--- src/rtl/time_set_core.sv ---
// Timekeeping and time-setting datapath: counts HH:MM:SS from a prescaled tick in NORMAL
// mode and steps the selected field from the increment button in the setting modes.
module time_set_core #(
    parameter int TICK_DIV  = 50000000,
    parameter int BLINK_DIV = 25000000
) (
    input  logic       clk,
    input  logic       reset_n,
    input  logic [1:0] mode,
    input  logic       inc,
    output logic [5:0] sec,
    output logic [5:0] min,
    output logic [4:0] hour,
    output logic       tick,
    output logic [2:0] sel,
    output logic       blink
);

    localparam int TW = (TICK_DIV > 1) ? $clog2(TICK_DIV) : 1;
    localparam int BW = (BLINK_DIV > 1) ? $clog2(BLINK_DIV) : 1;
    localparam logic [TW-1:0] TICK_LAST  = TW'(TICK_DIV - 1);
    localparam logic [BW-1:0] BLINK_LAST = BW'(BLINK_DIV - 1);

    typedef enum logic [1:0] {
        MODE_NORMAL = 2'b00,
        MODE_SEC    = 2'b01,
        MODE_MIN    = 2'b10,
        MODE_HOUR   = 2'b11
    } mode_t;

    logic [1:0]    mode_meta;
    mode_t         mode_s;
    logic          inc_meta, inc_sync, inc_prev, inc_pulse;
    logic [TW-1:0] presc, presc_nx;
    logic [BW-1:0] bcnt, bcnt_nx;
    logic          blink_ph, blink_ph_nx;
    logic [5:0]    sec_nx, min_nx;
    logic [4:0]    hour_nx;
    logic          tick_nx;
    logic [5:0]    sec_inc, min_inc;
    logic [4:0]    hour_inc;

    assign inc_pulse = inc_sync & ~inc_prev;

    // Wrapping increments; the >= compares keep every field in range even from a corrupt value.
    assign sec_inc  = (sec  >= 6'd59) ? 6'd0 : sec  + 6'd1;
    assign min_inc  = (min  >= 6'd59) ? 6'd0 : min  + 6'd1;
    assign hour_inc = (hour >= 5'd23) ? 5'd0 : hour + 5'd1;

    always_ff @(posedge clk or negedge reset_n) begin
        if (!reset_n) begin
            mode_meta <= 2'b00;
            mode_s    <= MODE_NORMAL;
            inc_meta  <= 1'b0;
            inc_sync  <= 1'b0;
            inc_prev  <= 1'b0;
            presc     <= '0;
            bcnt      <= '0;
            blink_ph  <= 1'b0;
            sec       <= 6'd0;
            min       <= 6'd0;
            hour      <= 5'd0;
            tick      <= 1'b0;
        end else begin
            mode_meta <= mode;
            mode_s    <= mode_t'(mode_meta);
            inc_meta  <= inc;
            inc_sync  <= inc_meta;
            inc_prev  <= inc_sync;
            presc     <= presc_nx;
            bcnt      <= bcnt_nx;
            blink_ph  <= blink_ph_nx;
            sec       <= sec_nx;
            min       <= min_nx;
            hour      <= hour_nx;
            tick      <= tick_nx;
        end
    end

    always_comb begin
        presc_nx    = presc;
        bcnt_nx     = bcnt;
        blink_ph_nx = blink_ph;
        sec_nx      = sec;
        min_nx      = min;
        hour_nx     = hour;
        tick_nx     = 1'b0;

        if (mode_s == MODE_NORMAL) begin
            bcnt_nx     = '0;
            blink_ph_nx = 1'b0;
            if (presc == TICK_LAST) begin
                presc_nx = '0;
                tick_nx  = 1'b1;
                sec_nx   = sec_inc;
                if (sec >= 6'd59) begin
                    min_nx = min_inc;
                    if (min >= 6'd59) begin
                        hour_nx = hour_inc;
                    end
                end
            end else begin
                presc_nx = presc + TW'(1);
            end
        end else begin
            // Timekeeping frozen; the prescaler sits at 0 so NORMAL resumes with a full second.
            presc_nx = '0;
            if (bcnt == BLINK_LAST) begin
                bcnt_nx     = '0;
                blink_ph_nx = ~blink_ph;
            end else begin
                bcnt_nx = bcnt + BW'(1);
            end
            if (inc_pulse) begin
                case (mode_s)
                    MODE_SEC:  sec_nx  = sec_inc;
                    MODE_MIN:  min_nx  = min_inc;
                    MODE_HOUR: hour_nx = hour_inc;
                    default:   sec_nx  = sec;
                endcase
            end
        end
    end

    always_comb begin
        sel = 3'b000;
        case (mode_s)
            MODE_SEC:  sel = 3'b001;
            MODE_MIN:  sel = 3'b010;
            MODE_HOUR: sel = 3'b100;
            default:   sel = 3'b000;
        endcase
    end

    assign blink = blink_ph & (mode_s != MODE_NORMAL);

endmodule

--- config.mk ---
export PLATFORM = sky130hd
export DESIGN_NAME = time_set_core
export DESIGN_NICKNAME = d
export VERILOG_FILES = /design/src/rtl/time_set_core.sv
export SDC_FILE = /design/constraint.sdc
export NUM_CORES = 1
export LEC_CHECK = 0
export BUFFER_PORTS_ARGS = -buffer_cell sky130_fd_sc_hd__buf_2
export CAP_MARGIN = 10
export CELL_PAD_IN_SITES_DETAIL_PLACEMENT = 1
export CELL_PAD_IN_SITES_GLOBAL_PLACEMENT = 2
export CORE_MARGIN = 4
export CORE_UTILIZATION = 36
export CTS_BUF_LIST = sky130_fd_sc_hd__clkbuf_8
export CTS_CLUSTER_DIAMETER = 150
export DETAILED_ROUTE_END_ITERATION = 8
export PLACE_DENSITY_LB_ADDON = 0.1
export SYNTH_ARGS = -nofsm -noshare
export SYNTH_HDL_FRONTEND = slang
export SYNTH_SLANG_ARGS = --single-unit
--- constraint.sdc ---
create_clock -name clk -period 2.1 [get_ports clk]
set_input_delay 0.21 -clock clk [delete_from_list [all_inputs] [get_ports clk]]
set_output_delay 0.21 -clock clk [all_outputs]
set_load 0.03 [all_outputs]
# Yosys cells after proc, flatten, opt, wreduce, memory -nomap -nowiden
# Cells that the tools add are included.
# classes
n_eq_ne	8
n_bitwise	4
n_addsub	5
n_lt_le_gt_ge	3
muxes	27
n_reduce_logical	10
# ops
op	n
$mux W6	11
$mux W26	2
$mux W25	2
$mux W5	7
$add A26 B1 Y26 const B	1
$eq A26 B26 Y1 const B	1
$add A25 B1 Y25 const B	1
$eq A25 B25 Y1 const B	1
$add A6 B1 Y6 const B	2
$ge A6 B6 Y1 const B	2
$reduce_bool A2 Y1	6
$pmux W3 S3	1
$ne A2 B1 Y1 const B	3
$add A5 B1 Y5 const B	1
$ge A5 B5 Y1 const B	1
$reduce_and A5 Y1	1
$eq A2 B2 Y1 const B	2
$mux W1	4
$reduce_and A4 Y1	1
$reduce_and A3 Y1	1
$and A1 B1 Y1	2
$eq A2 B1 Y1 const B	1
$logic_not A2 Y1	1
$not A1 Y1	2
# totals
in_bits	5
wordCells	69
output_inout_bits	22
reg_bits	77

# Depth between registers and ports, before layout
# Gate-level depths: netlist (run 1).
# logic_depth
depth_word	6
depth_mapped	9
mapped_depth_nobuf	7

# Worst setup path before layout (run 1)
# Ideal clock, no wire load.
# synth_timing
path_kind	reg2reg
from	register presc[0]
to	register min[3]
arrival_ps	1897
path_buffers	1
stages_incl_launch_ff	9
setup_slack_ps	63
setup_time_ps	140
t_required_ps	1960
period_less_slack_ps	2037
cell_sequence	dfrtp_1 > ha_1 > nand4_2 > or4_4 > nor3_2 > a31oi_1 > buf_6 > o21ai_0 > o31ai_1
# synth_between
elab_chain_len	3
# synth_lines
element	line_no	rtl
start, declared	34	logic [TW-1:0] presc, presc_nx;
start signal, assigned	70	presc <= presc_nx;
$eq A26 B26 Y1	92	if (presc == TICK_LAST) begin
$ne A2 B1 Y1 (no source line)	-	
$reduce_and A4 Y1 (no source line)	-	
end signal, assigned	74	min <= min_nx;
end, declared	12	output logic [5:0] min,
# No other way between the ends.
# A chain may end at the register's enable or synchronous reset.

# Final worst setup path (run 1)
# layout_timing
from	register presc[9]
to	register hour[4]
# layout_between
elab_chain_len	3
# layout_lines
element	line_no	rtl
$eq A26 B26 Y1	92	
$ne A2 B1 Y1 (no source line)	-	
$reduce_and A5 Y1 (no source line)	-	
end signal, assigned	75	hour <= hour_nx;
end, declared	13	output logic [4:0] hour,
# No other way between the ends.

==> impl_summary.txt, run 1 <==
----------------------------------------------------
[Final layout]
  Fraction of final layout cells with drive strength greater than 1 ... 0.209
  Final #Nets ... 450
  Final design utilization ... 0.462
  Diode count ... 0
  Area Growth Syn to Fin ... 23.2%
  Count of non-filler cells in the finished layout ... 578

[Clocking]
  Sinks on Clock Net ... 77
  Number of buffers on the longest clock path ... 2
  Root buf cell ... clkbuf_8
  Worst-skew pair later-pin latency ... 350 ps
  H-tree depth ... 3
  Worst-path clk slew ... approximately 80 ps
  TritonCTS clock tree ... yes
  Number of buffers added by the clock tree synthesis step ... 9

[STA]
  Final Hold Violating Endpoints ... 0
  Worst hold-check slack ... 350 ps
  Setup clock skew after layout ... between 7 and 8 ps
  Tightest Pin Transition ... 507 ps
  Final-layout setup total negative slack ... 0 ps
  FMAX ... between 400 and 500 MHz
  # setup viols final ... 0
  Part of the cycle the worst path needs ... 0.961
  Count of final max-slew check failures ... 0
  Relative max-transition margin ... 0.662
  Final critical-path required period ... ~2000 ps

[Worst setup path]
  Class of the most critical setup path ... reg2reg
  CP top delay family ... simple AND/OR/NAND/NOR gates
  End of the worst register-to-register path ... hour[4]
  Reg2reg path depth ... 6
  CP arrival ... ~2300 ps
  Internal reg-to-reg setup slack ... between 80 and 90 ps
  Nature of the critical path startpoint ... flip-flop
  Cell breakdown of the critical path ... or4_1 > nor3_2 > nand3_2 > o21a_4 > o21a_1 > a31o_1
  Stage delay of the slowest cell on the critical path ... roughly 530 ps
  Top fanout value on the critical path ... 9
  Endpoint required time on the critical path ... between 2000 and 2500 ps
  FF-to-FF Start ... presc[9]
  Slowest CP cell ... or4_1
  Bufs and invs on worst path ... 0
  Critical path capture point type ... flip-flop

[Global routing]
  Overall global routing resource usage ... 0.165
  Number of global-route vias before repair ... ~3.1k
  GR Overflow Total ... 0
  Met1 layer usage reported by global route ... 0.225
  GRT met3 Usage ... 0.0399
  First-pass GRT wire length ... 15400 um
  Initial antenna violation count ... 0
  Maximum number of pins on one net before global-route repair ... 39
  Global-route track usage on met2 ... 0.265
  Busiest grt layer ... met2

[Die]
  Die Area ... ~12000 sq um
  Die Width ... 110 um
  Vertical die dimension ... around 110 um
  Area of the core region ... 9910 sq um
  Effective utilization at floorplan ... 0.375
  I/O pins ... 27
  FP Rows ... 36

[Detailed routing]
  Wire per inst ... 15.2 um
  Iteration-0 DRC count of the detailed router ... 80
  Vias ... around 2.9k
  Vias per std cell ... slightly above 5
  DRC errors left ... 0
  DRT antenna net count ... 0
  Routed Wire Length ... approximately 8800 um
  First-pass detailed-route iteration total ... 4

[Power and ir drop]
  Lkg Pwr ... 2.08 nW
  Power per cell area ... 822 nW/um^2
  Sum of internal, switching and leakage power ... 0.00376 W
  Max rail drop VDD ... roughly 0.00046 V

[Job]
  Number of violations of the max-capacitance limit ... 0

[Logic synthesis]
  Cell type with the highest aggregate area in the netlist ... dfrtp_1
  Number of enable flip-flop cells after synthesis ... 0
  Yosys warning total ... 0
  Synthesized cell area ... ~3700 sq um
  Mapped Cells ... 372
  Nets in the synthesized netlist ... between 300 and 400
  Biggest area contributors in the synthesized netlist ... dfrtp_1 (52%), xor2_1 (8.0%), nor2_1 (6.6%), nand3_1 (3.9%), xnor2_1 (3.3%)
  Area share of the largest cell type after synthesis ... 0.519
  Number of distinct standard cells referenced by the synthesized netlist ... 48
  Register bit count reported by yosys ... 77
  Async S/R FF share, synth ... 1.00
  Mean area per synthesized cell ... between 9 and 10 sq um
  Register area share after synthesis ... 0.519
  Main synth FF type ... dfrtp_1

[Place]
  HPWL after detailed placement ... between 6000 and 7000 um
  Count of input and output buffers ... 26
  Routability cong. ... between 0.7 and 0.8
  Instance count after placement with tap cells included ... ~560

[Hold path]
  Hold Crit Depth ... 0
  Worst hold endpoint ... mode_s[0]
  Min-Delay Startpoint ... mode_meta[0]
  Type of the worst min-delay path ... reg2reg

[Status]
  Status ... completed

----------------------------------------------------
sequential cells by signal (all words and copies together) (netlist names):
signal     flops
bcnt          25
blink_ph       1
hour           5
inc_meta       1
inc_prev       1
inc_sync       1
min            6
mode_meta      2
mode_s         2
presc         26
sec            6
tick           1
worst register-to-register path, stage by stage, from the launching register on:
cell     delay, ps
dfrtp_2        450
or4_1          530
nor3_2         160
nand3_2        120
o21a_4         280
o21a_1         200
a31o_1         180
synth_stat cells, types with 2 or more instances:
master	n
a21o_1	2
a21oi_1	3
a31oi_1	3
and2_1	3
and3_1	9
and4_1	2
buf_2	5
dfrtp_1	77
ha_1	5
inv_1	7
nand2_1	30
nand3_1	29
nand3b_1	2
nand4_1	14
nand4b_1	3
nor2_1	65
nor2b_1	5
nor3_1	9
nor3_2	2
nor3b_1	2
nor4_1	4
o21ai_0	14
o22a_1	2
o31ai_1	4
or2_2	2
xnor2_1	14
xor2_1	34
how the worst max path moves through the flow:
stage	startpoint	endpoint	slack, ps	depth (start not counted)
after floorplan	presc[0]	min[3]	60	8
after detailed placement	presc[1]	min[2]	-30	7
after global routing	presc[21]	min[3]	-40	6
after CTS	presc[1]	min[5]	20	7
after global placement	presc[1]	min[4]	40	7
final	presc[9]	hour[4]	80	6
where the power goes:
part           total [W]  switching, W  internal, W
clock network    0.00127      0.000545     0.000726
registers        0.00174      0.000141      0.00160
logic           0.000746      0.000459     0.000287
total            0.00376       0.00115      0.00261
per-stage QoR:
step / cell area (sq um) / setup slack, ps
after global routing: 4580 / -35.7
final: 4580 / 81.9
after floorplan: 3720 / 62.9
after global placement: 4260 / 44.9
after CTS: 4540 / 18.7
after detailed placement: 4260 / -28.8
logic make-up (layout without fill, tap and decap cells):
logic type | after synthesis | in the layout | synth area share
multiplexers | 1 | 1 | 0.00303
AND/OR/NAND/NOR | 189 | 189 | 0.256
XOR/XNOR | 48 | 48 | 0.113
flip-flops | 77 | 77 | 0.519
buffers and inverters | 13 | 86 | 0.0168
adder cells (fa/ha/maj) | 6 | 6 | 0.0195
AO/OA/AOI/OAI | 38 | 38 | 0.0727
what timing repair did:
item | in CTS | in global routing
setup endpoints to repair | 4 | 11
pin swaps | 1 | 5
buffers inserted | 0 | 0
hold buffers | 4 | 0
endpoints found under the hold margin | 39 | 0
gates resized for setup | 3 | 8
cloned | 0 | 0
routing by layer:
| metal | wire [um] | vias to the layer above |
|---|---|---|
| li1 | - | 1424 |
| met1 | 4230 | 1437 |
| met2 | 4190 | 38 |
| met3 | 269 | 9 |
| met4 | 106 | 0 |
| met5 | 0 | - |
final cells by class:
class / count / area, sq um
Clock buffer: 11 / 151
Inverter: 7 / 26.3
Timing Repair Buffer: 63 / 458
Sequential cell: 77 / 1930
Clock inverter: 5 / 73.8
Multi-Input combinational cell: 282 / 1770
Tap cell: 133 / 166
Fill cell: 1136 / 5330
cell usage in the layout (no fill, tap or decap), drive strengths merged, types with 2 or more instances in the layout:
cell type	n
a21o	2
a21oi	3
a31o	2
a31oi	3
and2	3
and3	9
and4	2
buf	59
bufinv	2
clkbuf	11
clkinv	2
dfrtp	77
dlygate4sd3	4
ha	5
inv	8
nand2	30
nand3	30
nand3b	2
nand4	15
nand4b	3
nor2	65
nor2b	5
nor3	11
nor3b	2
nor4	5
o21a	2
o21ai	14
o22a	2
o31ai	4
or2	2
or4	2
xnor2	14
xor2	34
Note: power is estimated with default switching activity, not from simulation.
==> run 2: changes to the inputs <==
PLACE_DENSITY = 0.87   (was unset)
PLACE_DENSITY_LB_ADDON = unset   (was 0.1)
==> impl_summary.txt, run 2 (same netlist as run 1, synthesis figures left out) <==
----------------------------------------------------
[Final layout]
  Commonest cells after routing, fill and taps aside ... dfrtp_1 (75), nor2_1 (65), xor2_1 (34), nand2_1 (30)
  Diode count ... 0 (unchanged)
  Count of non-filler cells in the finished layout ... 575 (-0.52%)
  Most frequent standard cell in the layout excluding fill and tap cells ... dfrtp_1
  Flip-flop count of the largest register after layout ... 26 (unchanged)
  Final #Nets ... 447 (-0.67%)
  Fraction of final layout cells with drive strength greater than 1 ... 0.210 (+0.00142)
  Area Growth Syn to Fin ... 21.8%
  Largest registers ... presc (26), bcnt (25)
  Biggest register ... presc

[Clocking]
  Worst-skew pair later-pin latency ... 370 ps (+20 ps)
  Sinks on Clock Net ... 77 (unchanged)
  Worst-path clk slew ... 90 ps (about the same)
  Number of buffers added by the clock tree synthesis step ... 9 (unchanged)
  H-tree depth ... 3 (unchanged)
  Number of buffers on the longest clock path ... 2 (unchanged)
  TritonCTS clock tree ... yes
  Root buf cell ... clkbuf_8

[Power and ir drop]
  Combinational cell fraction of total power ... 0.199 (about the same)
  Internal power ... 0.00242 W (-7.3%)
  Seq pwr share ... 0.485 (+0.022)
  Lkg Pwr ... 2.02 nW (-2.7%)
  Net switching share of the total power ... 0.330 (+0.0255)
  Clock power share ... 0.317 (-0.021)
  NetSw ... 0.00119 W (+4.3%)
  Max rail drop VDD ... 0.000334 V (-28%)
  Power per cell area ... 800 nW/um^2 (-2.7%)

[STA]
  Final critical-path required period ... 2010 ps (-9.78 ps)
  Final Hold Violating Endpoints ... 0 (unchanged)
  FMAX ... 498 MHz (+0.49%)
  Count of final max-slew check failures ... 0 (unchanged)
  Relative max-transition margin ... 0.658 (-0.00379)
  Tightest Pin Transition ... 509 ps (+1.78 ps)
  Setup repair after global routing missed its margin ... true
  Final-layout setup total negative slack ... 0 ps (unchanged)
  Part of the cycle the worst path needs ... 0.956 (-0.00466)
  # setup viols final ... 0 (unchanged)
  Setup clock skew after layout ... 14.5 ps (+6.64 ps)
  Worst hold-check slack ... 288 ps (-61.9 ps)

[Detailed routing]
  Routed Wire Length ... 8910 um (+1.2%)
  Wire per inst ... 15.5 um (+1.7%)
  Vias per std cell ... 5.19 (+3.1%)
  DRT antenna net count ... 0 (unchanged)
  First-pass detailed-route iteration total ... 4 (unchanged)
  Vias ... 2982 (+2.5%)
  DRC errors left ... 0 (unchanged)
  Iteration-0 DRC count of the detailed router ... 146 (+83%)

[Worst setup path]
  Class of the most critical setup path ... reg2reg
  FF-to-FF Start ... presc[1]
  CP arrival ... 2260 ps (about the same)
  Reg2reg path depth ... 6 (unchanged)
  Top fanout value on the critical path ... 3 (-6)
  Internal reg-to-reg setup slack ... 90 ps (about the same)
  Critical path capture point type ... flip-flop
  End of the worst register-to-register path ... sec[0]
  Nature of the critical path startpoint ... flip-flop
  Endpoint required time on the critical path ... 2350 ps (about the same)

[Die]
  FP Rows ... 36 (unchanged)
  I/O pins ... 27 (unchanged)
  Die Width ... 110 um (unchanged)
  Area of the core region ... 9910 sq um (unchanged)
  Effective utilization at floorplan ... 0.375 (unchanged)
  Vertical die dimension ... 110 um (unchanged)
  Die Area ... 12000 sq um (unchanged)

[Job]
  Number of violations of the max-capacitance limit ... 0 (unchanged)

[Global routing]
  GR Overflow Total ... 0 (unchanged)
  Overall global routing resource usage ... 0.163 (-0.00266)
  Maximum number of pins on one net before global-route repair ... 38 (-2.6%)
  Initial antenna violation count ... 0 (unchanged)
  Number of global-route vias before repair ... 3055 (-1.3%)
  First-pass GRT wire length ... 15400 um (-0.63%)

[Status]
  Status ... completed

[Place]
  Count of input and output buffers ... 26 (unchanged)
  HPWL after detailed placement ... 6390 um (+0.26%)
  Instance count after placement with tap cells included ... 552 (-1.1%)
  Routability cong. ... 0.821 (+5.8%)

[Hold path]
  Type of the worst min-delay path ... in2async

----------------------------------------------------
## run 2: changes by cell type in the layout (fill, tap and decap cells not counted), moves of 2 or more
cell,change
clkinv_2,-2
inv_6,+2
clkinvlp_4,+3
clkbuf_8,-2
buf_4,-2
## run 2: cell type report
class	instances	area [sq um]
fill	1156	5380
sequential	77	1930
multi-input combinational	282	1780
timing repair buffer	60	423
tap	133	166
clock buffer	9	124
clock inverter	7	73.8
inverter	7	26.3
## run 2: repair_timing
action | CTS | global route
gates resized for setup | 0 | 14
setup buffers | 0 | 3
hold buffers | 4 | 0
endpoints found under the setup margin | 0 | 33
hold endpoints to repair | 25 | 0
## run 2: power by group through the flow
stage               logic [W]  registers [W]  clock network [W]
floorplan            0.000271        0.00193                  0
global placement     0.000692        0.00177                  0
detailed placement   0.000714        0.00178                  0
CTS                  0.000724        0.00175            0.00117
global route         0.000799        0.00178            0.00124
finish               0.000719        0.00175            0.00115
## run 2: worst max path at each step
stage	from	to	slack (ps)	cells past startpoint
after floorplan	presc[0]	min[3]	60	8
after CTS	presc[1]	min[3]	20	7
after detailed placement	presc[1]	min[2]	40	7
final	presc[1]	sec[0]	90	6
after global routing	presc[1]	sec[3]	-4	8
after global placement	presc[1]	min[4]	90	7
## run 2: metrics by stage
step	setup WS, ps	total power (W)	utilization	area, sq um
finish	91.7	0.00362	0.457	4530
detailed placement	40.8	0.00250	0.424	4210
global placement	86.7	0.00246	0.424	4210
CTS	22.1	0.00365	0.448	4440
global route	-4.33	0.00382	0.457	4530
floorplan	62.9	0.00220	-	3720
## run 2: worst max-delay path, stage by stage (launching register included)
cell and delay (ps):
dfrtp_1 390, ha_2 200, nand4_2 110, or4_4 540, o22ai_4 180, buf_4 150, mux2_2 330
## run 2: per-layer routing
metal,up-vias,global-route usage,wire length [um]
met5,-,0,0
met4,0,0.0588,138
met3,13,0.0329,287
met2,39,0.253,4090
met1,1503,0.225,4390
li1,1427,-,-
